$ cat src/rtl/task_ctrl_responder_if.sv
// Control/stream bundle for task_ctrl_responder: ap_* task handshake, start scalars,
// and the address beat stream with its valid/ready/last signals.
interface task_ctrl_responder_if #(
  parameter int ADDR_WIDTH = 64,
  parameter int N_WIDTH    = 64
);
  logic                  ap_start;
  logic                  ap_ready;
  logic                  ap_done;
  logic                  ap_idle;
  logic [N_WIDTH-1:0]    n;
  logic [ADDR_WIDTH-1:0] base;
  logic                  out_valid;
  logic                  out_ready;
  logic [ADDR_WIDTH-1:0] out_data;
  logic                  out_last;

  modport master (
    output ap_start, n, base, out_ready,
    input  ap_ready, ap_done, ap_idle, out_valid, out_data, out_last
  );

  modport slave (
    input  ap_start, n, base, out_ready,
    output ap_ready, ap_done, ap_idle, out_valid, out_data, out_last
  );
endinterface

$ cat src/rtl/task_ctrl_responder.sv
// Task responder: on start it latches n and base, then streams n address beats
// (base, base+STEP, ...) with fully registered, bubble-free valid/data/last.
module task_ctrl_responder #(
  parameter int ADDR_WIDTH = 64,
  parameter int N_WIDTH    = 64,
  parameter int STEP       = 8
) (
  input logic                   ap_clk,
  input logic                   ap_rst_n,
  task_ctrl_responder_if.slave  bus
);

  typedef enum logic [1:0] {IDLE, RUN, DONE} state_e;

  state_e                state_q, state_d;
  logic [N_WIDTH-1:0]    idx_q, idx_d;
  logic [N_WIDTH-1:0]    nLat_q, nLat_d;
  logic [ADDR_WIDTH-1:0] addr_q, addr_d;
  logic                  valid_q, valid_d;
  logic                  last_q, last_d;
  logic                  ready_q, ready_d;
  logic                  done_q, done_d;

  // addr_q is the latched base advanced by STEP per transfer, so no multiplier is needed.
  // last for the next beat is precomputed from idx_q+1, which never exceeds n-1 here.
  always_comb begin
    state_d = state_q;
    idx_d   = idx_q;
    nLat_d  = nLat_q;
    addr_d  = addr_q;
    valid_d = valid_q;
    last_d  = last_q;
    ready_d = 1'b0;
    done_d  = 1'b0;

    case (state_q)
      IDLE: begin
        if (bus.ap_start) begin
          nLat_d  = bus.n;
          addr_d  = bus.base;
          idx_d   = '0;
          ready_d = 1'b1;
          if (bus.n != '0) begin
            state_d = RUN;
            valid_d = 1'b1;
            last_d  = (bus.n == N_WIDTH'(1));
          end else begin
            state_d = DONE;
            done_d  = 1'b1;
          end
        end
      end
      RUN: begin
        if (valid_q && bus.out_ready) begin
          idx_d = idx_q + N_WIDTH'(1);
          if (last_q) begin
            state_d = DONE;
            valid_d = 1'b0;
            last_d  = 1'b0;
            done_d  = 1'b1;
          end else begin
            addr_d = addr_q + ADDR_WIDTH'(STEP);
            last_d = ((idx_q + N_WIDTH'(1)) == (nLat_q - N_WIDTH'(1)));
          end
        end
      end
      DONE: begin
        state_d = IDLE;
      end
      default: begin
        state_d = IDLE;
        valid_d = 1'b0;
        last_d  = 1'b0;
      end
    endcase
  end

  always_ff @(posedge ap_clk or negedge ap_rst_n) begin
    if (!ap_rst_n) begin
      state_q <= IDLE;
      idx_q   <= '0;
      nLat_q  <= '0;
      addr_q  <= '0;
      valid_q <= 1'b0;
      last_q  <= 1'b0;
      ready_q <= 1'b0;
      done_q  <= 1'b0;
    end else begin
      state_q <= state_d;
      idx_q   <= idx_d;
      nLat_q  <= nLat_d;
      addr_q  <= addr_d;
      valid_q <= valid_d;
      last_q  <= last_d;
      ready_q <= ready_d;
      done_q  <= done_d;
    end
  end

  assign bus.ap_idle   = (state_q == IDLE);
  assign bus.ap_ready  = ready_q;
  assign bus.ap_done   = done_q;
  assign bus.out_valid = valid_q;
  assign bus.out_data  = addr_q;
  assign bus.out_last  = last_q;

endmodule

$ cat src/flat_wrapper.sv
// flat-port wrapper written by rule: the top's interface ports become plain ports
module task_ctrl_responder_flat 
#(
  parameter int ADDR_WIDTH = 64,
  parameter int N_WIDTH    = 64,
  parameter int STEP       = 8
)
  (ap_clk, ap_rst_n, bus_ap_start, bus_n, bus_base, bus_out_ready, bus_ap_ready, bus_ap_done, bus_ap_idle, bus_out_valid, bus_out_data, bus_out_last);
  task_ctrl_responder_if #(.ADDR_WIDTH(ADDR_WIDTH), .N_WIDTH(N_WIDTH)) bus_i ();
  input logic ap_clk;
  input logic ap_rst_n;
  input wire logic [$bits(bus_i.ap_start)-1:0] bus_ap_start;
  input wire logic [$bits(bus_i.n)-1:0] bus_n;
  input wire logic [$bits(bus_i.base)-1:0] bus_base;
  input wire logic [$bits(bus_i.out_ready)-1:0] bus_out_ready;
  output wire logic [$bits(bus_i.ap_ready)-1:0] bus_ap_ready;
  output wire logic [$bits(bus_i.ap_done)-1:0] bus_ap_done;
  output wire logic [$bits(bus_i.ap_idle)-1:0] bus_ap_idle;
  output wire logic [$bits(bus_i.out_valid)-1:0] bus_out_valid;
  output wire logic [$bits(bus_i.out_data)-1:0] bus_out_data;
  output wire logic [$bits(bus_i.out_last)-1:0] bus_out_last;
  assign bus_i.ap_start = bus_ap_start;
  assign bus_i.n = bus_n;
  assign bus_i.base = bus_base;
  assign bus_i.out_ready = bus_out_ready;
  assign bus_ap_ready = bus_i.ap_ready;
  assign bus_ap_done = bus_i.ap_done;
  assign bus_ap_idle = bus_i.ap_idle;
  assign bus_out_valid = bus_i.out_valid;
  assign bus_out_data = bus_i.out_data;
  assign bus_out_last = bus_i.out_last;
  task_ctrl_responder #(.ADDR_WIDTH(ADDR_WIDTH), .N_WIDTH(N_WIDTH), .STEP(STEP)) u_core (.ap_clk(ap_clk), .ap_rst_n(ap_rst_n), .bus(bus_i));
endmodule
$ cat config.mk
export PLATFORM = sky130hd
export DESIGN_NAME = task_ctrl_responder_flat
export DESIGN_NICKNAME = d
export VERILOG_FILES = /design/src/rtl/task_ctrl_responder_if.sv /design/src/rtl/task_ctrl_responder.sv /design/src/flat_wrapper.sv
export SDC_FILE = /design/constraint.sdc
export NUM_CORES = 1
export LEC_CHECK = 0
export ABC_CLOCK_PERIOD_IN_PS = 3100
export CAP_MARGIN = 15
export CORE_UTILIZATION = 45
export DETAILED_ROUTE_END_ITERATION = 10
export PLACE_DENSITY = 0.71
export SETUP_SLACK_MARGIN = 0.4
export SLEW_MARGIN = 15
export SYNTH_ARGS = -nofsm -noshare
export SYNTH_HDL_FRONTEND = slang
export SYNTH_SLANG_ARGS = --single-unit
export TNS_END_PERCENT = 50
$ cat constraint.sdc
create_clock -name ap_clk -period 3.1 [get_ports ap_clk]
set_clock_uncertainty 0.1 [all_clocks]
set_input_delay 0.62 -clock ap_clk [delete_from_list [all_inputs] [get_ports ap_clk]]
set_output_delay 0.62 -clock ap_clk [all_outputs]
set_load 0.02 [all_outputs]
==> impl_metrics.ini <==
[sta]
fmax_mhz = 302
maxSlewHeadroom_pct = 54.1
finalHoldViolCount = 0
min_period_over_period_pct = 107
worst_pin_slew_ns = 0.688
min_period_ns = 3.31
hold_ws_ns = 0.0625
setup_viol = 1
slew_violations = 0
setup_ws_ns = -0.212
rsz0062_at_grt = true

[drt]
post-route-drc-count = 0
drt_iter0_drc = 1422
wl_per_cell_um = 19.2
drt_wl_total_mm = 45.9
ant_nets = 0
vias = 14000
dr.pass1.iters = 5
viasPerCell = 5.86

[grt]
antenna_found_initial = 0
grt_use_total_pct = 31.1
grt_pass1_wl_mm = 71.4
grt_start_max_net_pins = 85
overflow = 0
grt_pass1_vias = 13105

[place]
place_congestion = 0.965
place_ws_ns = -0.264
dp_hpwl_mm = 34.0
port_buffers = 200

[logic_synthesis]
synthAdderAreaFrac_pct = 0.287
synth_seq_cells = 198
synthesis.nets = 1810
synth_cells = 1675
synth_edf_count = 0
synth_top_area_share_pct = 37.9
synth-main-ff-cell = dfrtp_1
seq_area_frac_synth_pct = 37.9
async_reset_ff_share_pct = 100
yosysTopAreaCell = dfrtp_1
syn_area_mm2 = 0.0131
avgSynthCellArea_um2 = 7.80
yosysMostFrequentCell = nand2_1
synthTopCellsByCount = nand2_1 (321), dfrtp_1 (198), nor2_1 (155)
synth_area_leaders = dfrtp_1 (38%), nand2_1 (9.2%), xnor2_1 (9.0%)
yosys.area_share.xor_xnor_pct = 11.8
yosys_warnings = 0
synth.area.mux_share_pct = 0.459
synth_compound_area_share_pct = 15.2
synth_top_family_by_area = simple AND/OR/NAND/NOR gates
ys_types = 61
yosys.area_share.simple_pct = 31.0

[floorplan]
initial_core_util_pct = 45.7
die-area_mm2 = 0.0297
num_rows = 62
fp.dieH_um = 172
core_mm2 = 0.0286
ios = 201
dieWidth_um = 172

[power]
irDropWorstVdd_mv = 0.262
p_per_area_mw_per_mm2 = 288
leakage_uw = 0.00767

[clocking]
cts_root_buf = clkbuf_16
path_clk_slew_ns = 0.08
cts_hold_buf = 0
clkLatencyLatePin_ns = 0.45
cts_tree = done
cts_buffers = 17
cts_num_sinks = 198
cts_max_level = 4
clk_path_buf_depth = 2

[worst_setup_path]
cp-end-kind = register
crit_type = reg2reg
crit_path_start_kind = register
crit_slowest_cell = or4_4
critPathMaxFanout = 8
crit_path_cell_trace = or4_4 > or4_4 > or4_4 > nor4b_2 > xnor2_1 > a211oi_1 > nand4_1 > o31ai_2
critical_path.startpoint = u_core.nLat_q[20]
max_stage_delay_ns = 0.62
crit_required_ns = 3.36
cp_common_cell = or4_4
r2r-start = u_core.nLat_q[20]
path_delay_family = simple AND/OR/NAND/NOR gates
worstPathArrival_ns = 3.57
cp.buffers_inverters = 0

[run_status]
status = finished with violations
failed_checks = setup timing

[min_path]
hold_path_class = in2async

[job]
drv_cap = 0

[cells_and_area]
fin_nets = 2128
drive_above_1_share_pct = 15.3
n_antenna_cell = 0
area_growth_pct = 34.9
[path summary, 6_finish.rpt]
check,endpoint,slack [ns],cells after the start
worst min-delay path,u_core.bus.out_data[31],0.06,1
max in group asynchronous,u_core.idx_q[40],1.93,2
worst max register to register,u_core.bus.out_last,-0.21,8
min in group ap_clk,u_core.bus.out_data[1],0.39,2
worst min register to register,u_core.bus.out_data[1],0.39,2
worst max-delay path,u_core.bus.out_last,-0.21,8
[power by group]
group	internal, uW	switching [uW]
sequential	2580	0
combinational	156	104
clock	1070	1170
[per-layer routing]
| layer | routed length (um) | part of all wire [%] | vias up | GRT usage, % |
|---|---|---|---|---|
| met3 | 3790 | 8.2 | 66 | 4.17 |
| li1 | - | - | 6588 | - |
| met2 | 20500 | 45 | 664 | 49.1 |
| met5 | 0 | 0 | - | 0 |
| met1 | 20500 | 45 | 6682 | 43.8 |
| met4 | 1150 | 2.5 | 0 | 9.97 |
[sequential cells by signal, indices dropped and copies added (netlist names)]
| name | cells |
|---|---|
| u_core.bus.ap_ready | 1 |
| u_core.nLat_q | 64 |
| u_core.idx_q | 64 |
| u_core.bus.out_last | 1 |
| u_core.state_q | 2 |
| u_core.bus.out_valid | 1 |
| u_core.bus.ap_done | 1 |
| u_core.bus.out_data | 64 |
[kinds of logic after synthesis]
family                   after synthesis
AND/OR/NAND/NOR                      842
flip-flops                           198
XOR/XNOR                             172
multiplexers                           6
adder cells (fa/ha/maj)                3
AO/OA/AOI/OAI                        345
buffers and inverters                109
[repair_timing]
action / CTS / global route
setup endpoints to repair: 12 / 28
setup buffers: 3 / 12
gates cloned: 0 / 0
resized for setup: 13 / 46
pin swaps: 10 / 16
endpoints found under the hold margin: 0 / 0
[stage by stage]
stage                     cell area [um2]  instances  utilization [%]  total power (uW)  TNS, ns
after floorplan                     13100       1675                -              2640  -0.0718
after global placement              16700       2343             58.3              2890   -0.223
after detailed placement            16700       2343             58.3              2890   -0.264
after CTS                           17400       2378             60.6              5140   -0.194
after global routing                17600       2390             61.6              5230   -0.346
final                               17600       2390             61.6              5080   -0.212
[cell type report]
cell class	count	area [um2]
Timing Repair Buffer	397	3570
Tap cell	384	480
Clock buffer	18	429
Sequential cell	198	4960
Inverter	11	41.3
Multi-Input combinational cell	1368	8030
Fill cell	2538	11000
Clock inverter	14	135
[worst reg2reg max path: cells and delay by family, from the launching register on]
family          cells  cell delay [ns]
simple gates        5             2.15
xor+xnor            1             0.15
flops               1             0.39
compound gates      2             0.44
[cells in the final DEF, fill, tap and decap left out, types with 29 or more instances in the layout]
| cell | n |
|---|---|
| a21oi_1 | 108 |
| and3_1 | 33 |
| buf_4 | 187 |
| clkdlybuf4s50_1 | 199 |
| dfrtp_1 | 195 |
| nand2_1 | 315 |
| nand3_1 | 68 |
| nand4_1 | 55 |
| nor2_1 | 149 |
| nor3_1 | 44 |
| nor4_1 | 46 |
| o21ai_0 | 128 |
| o31ai_1 | 29 |
| xnor2_1 | 133 |
| xor2_1 | 35 |
No activity file was read; power rests on OpenSTA's default activity.
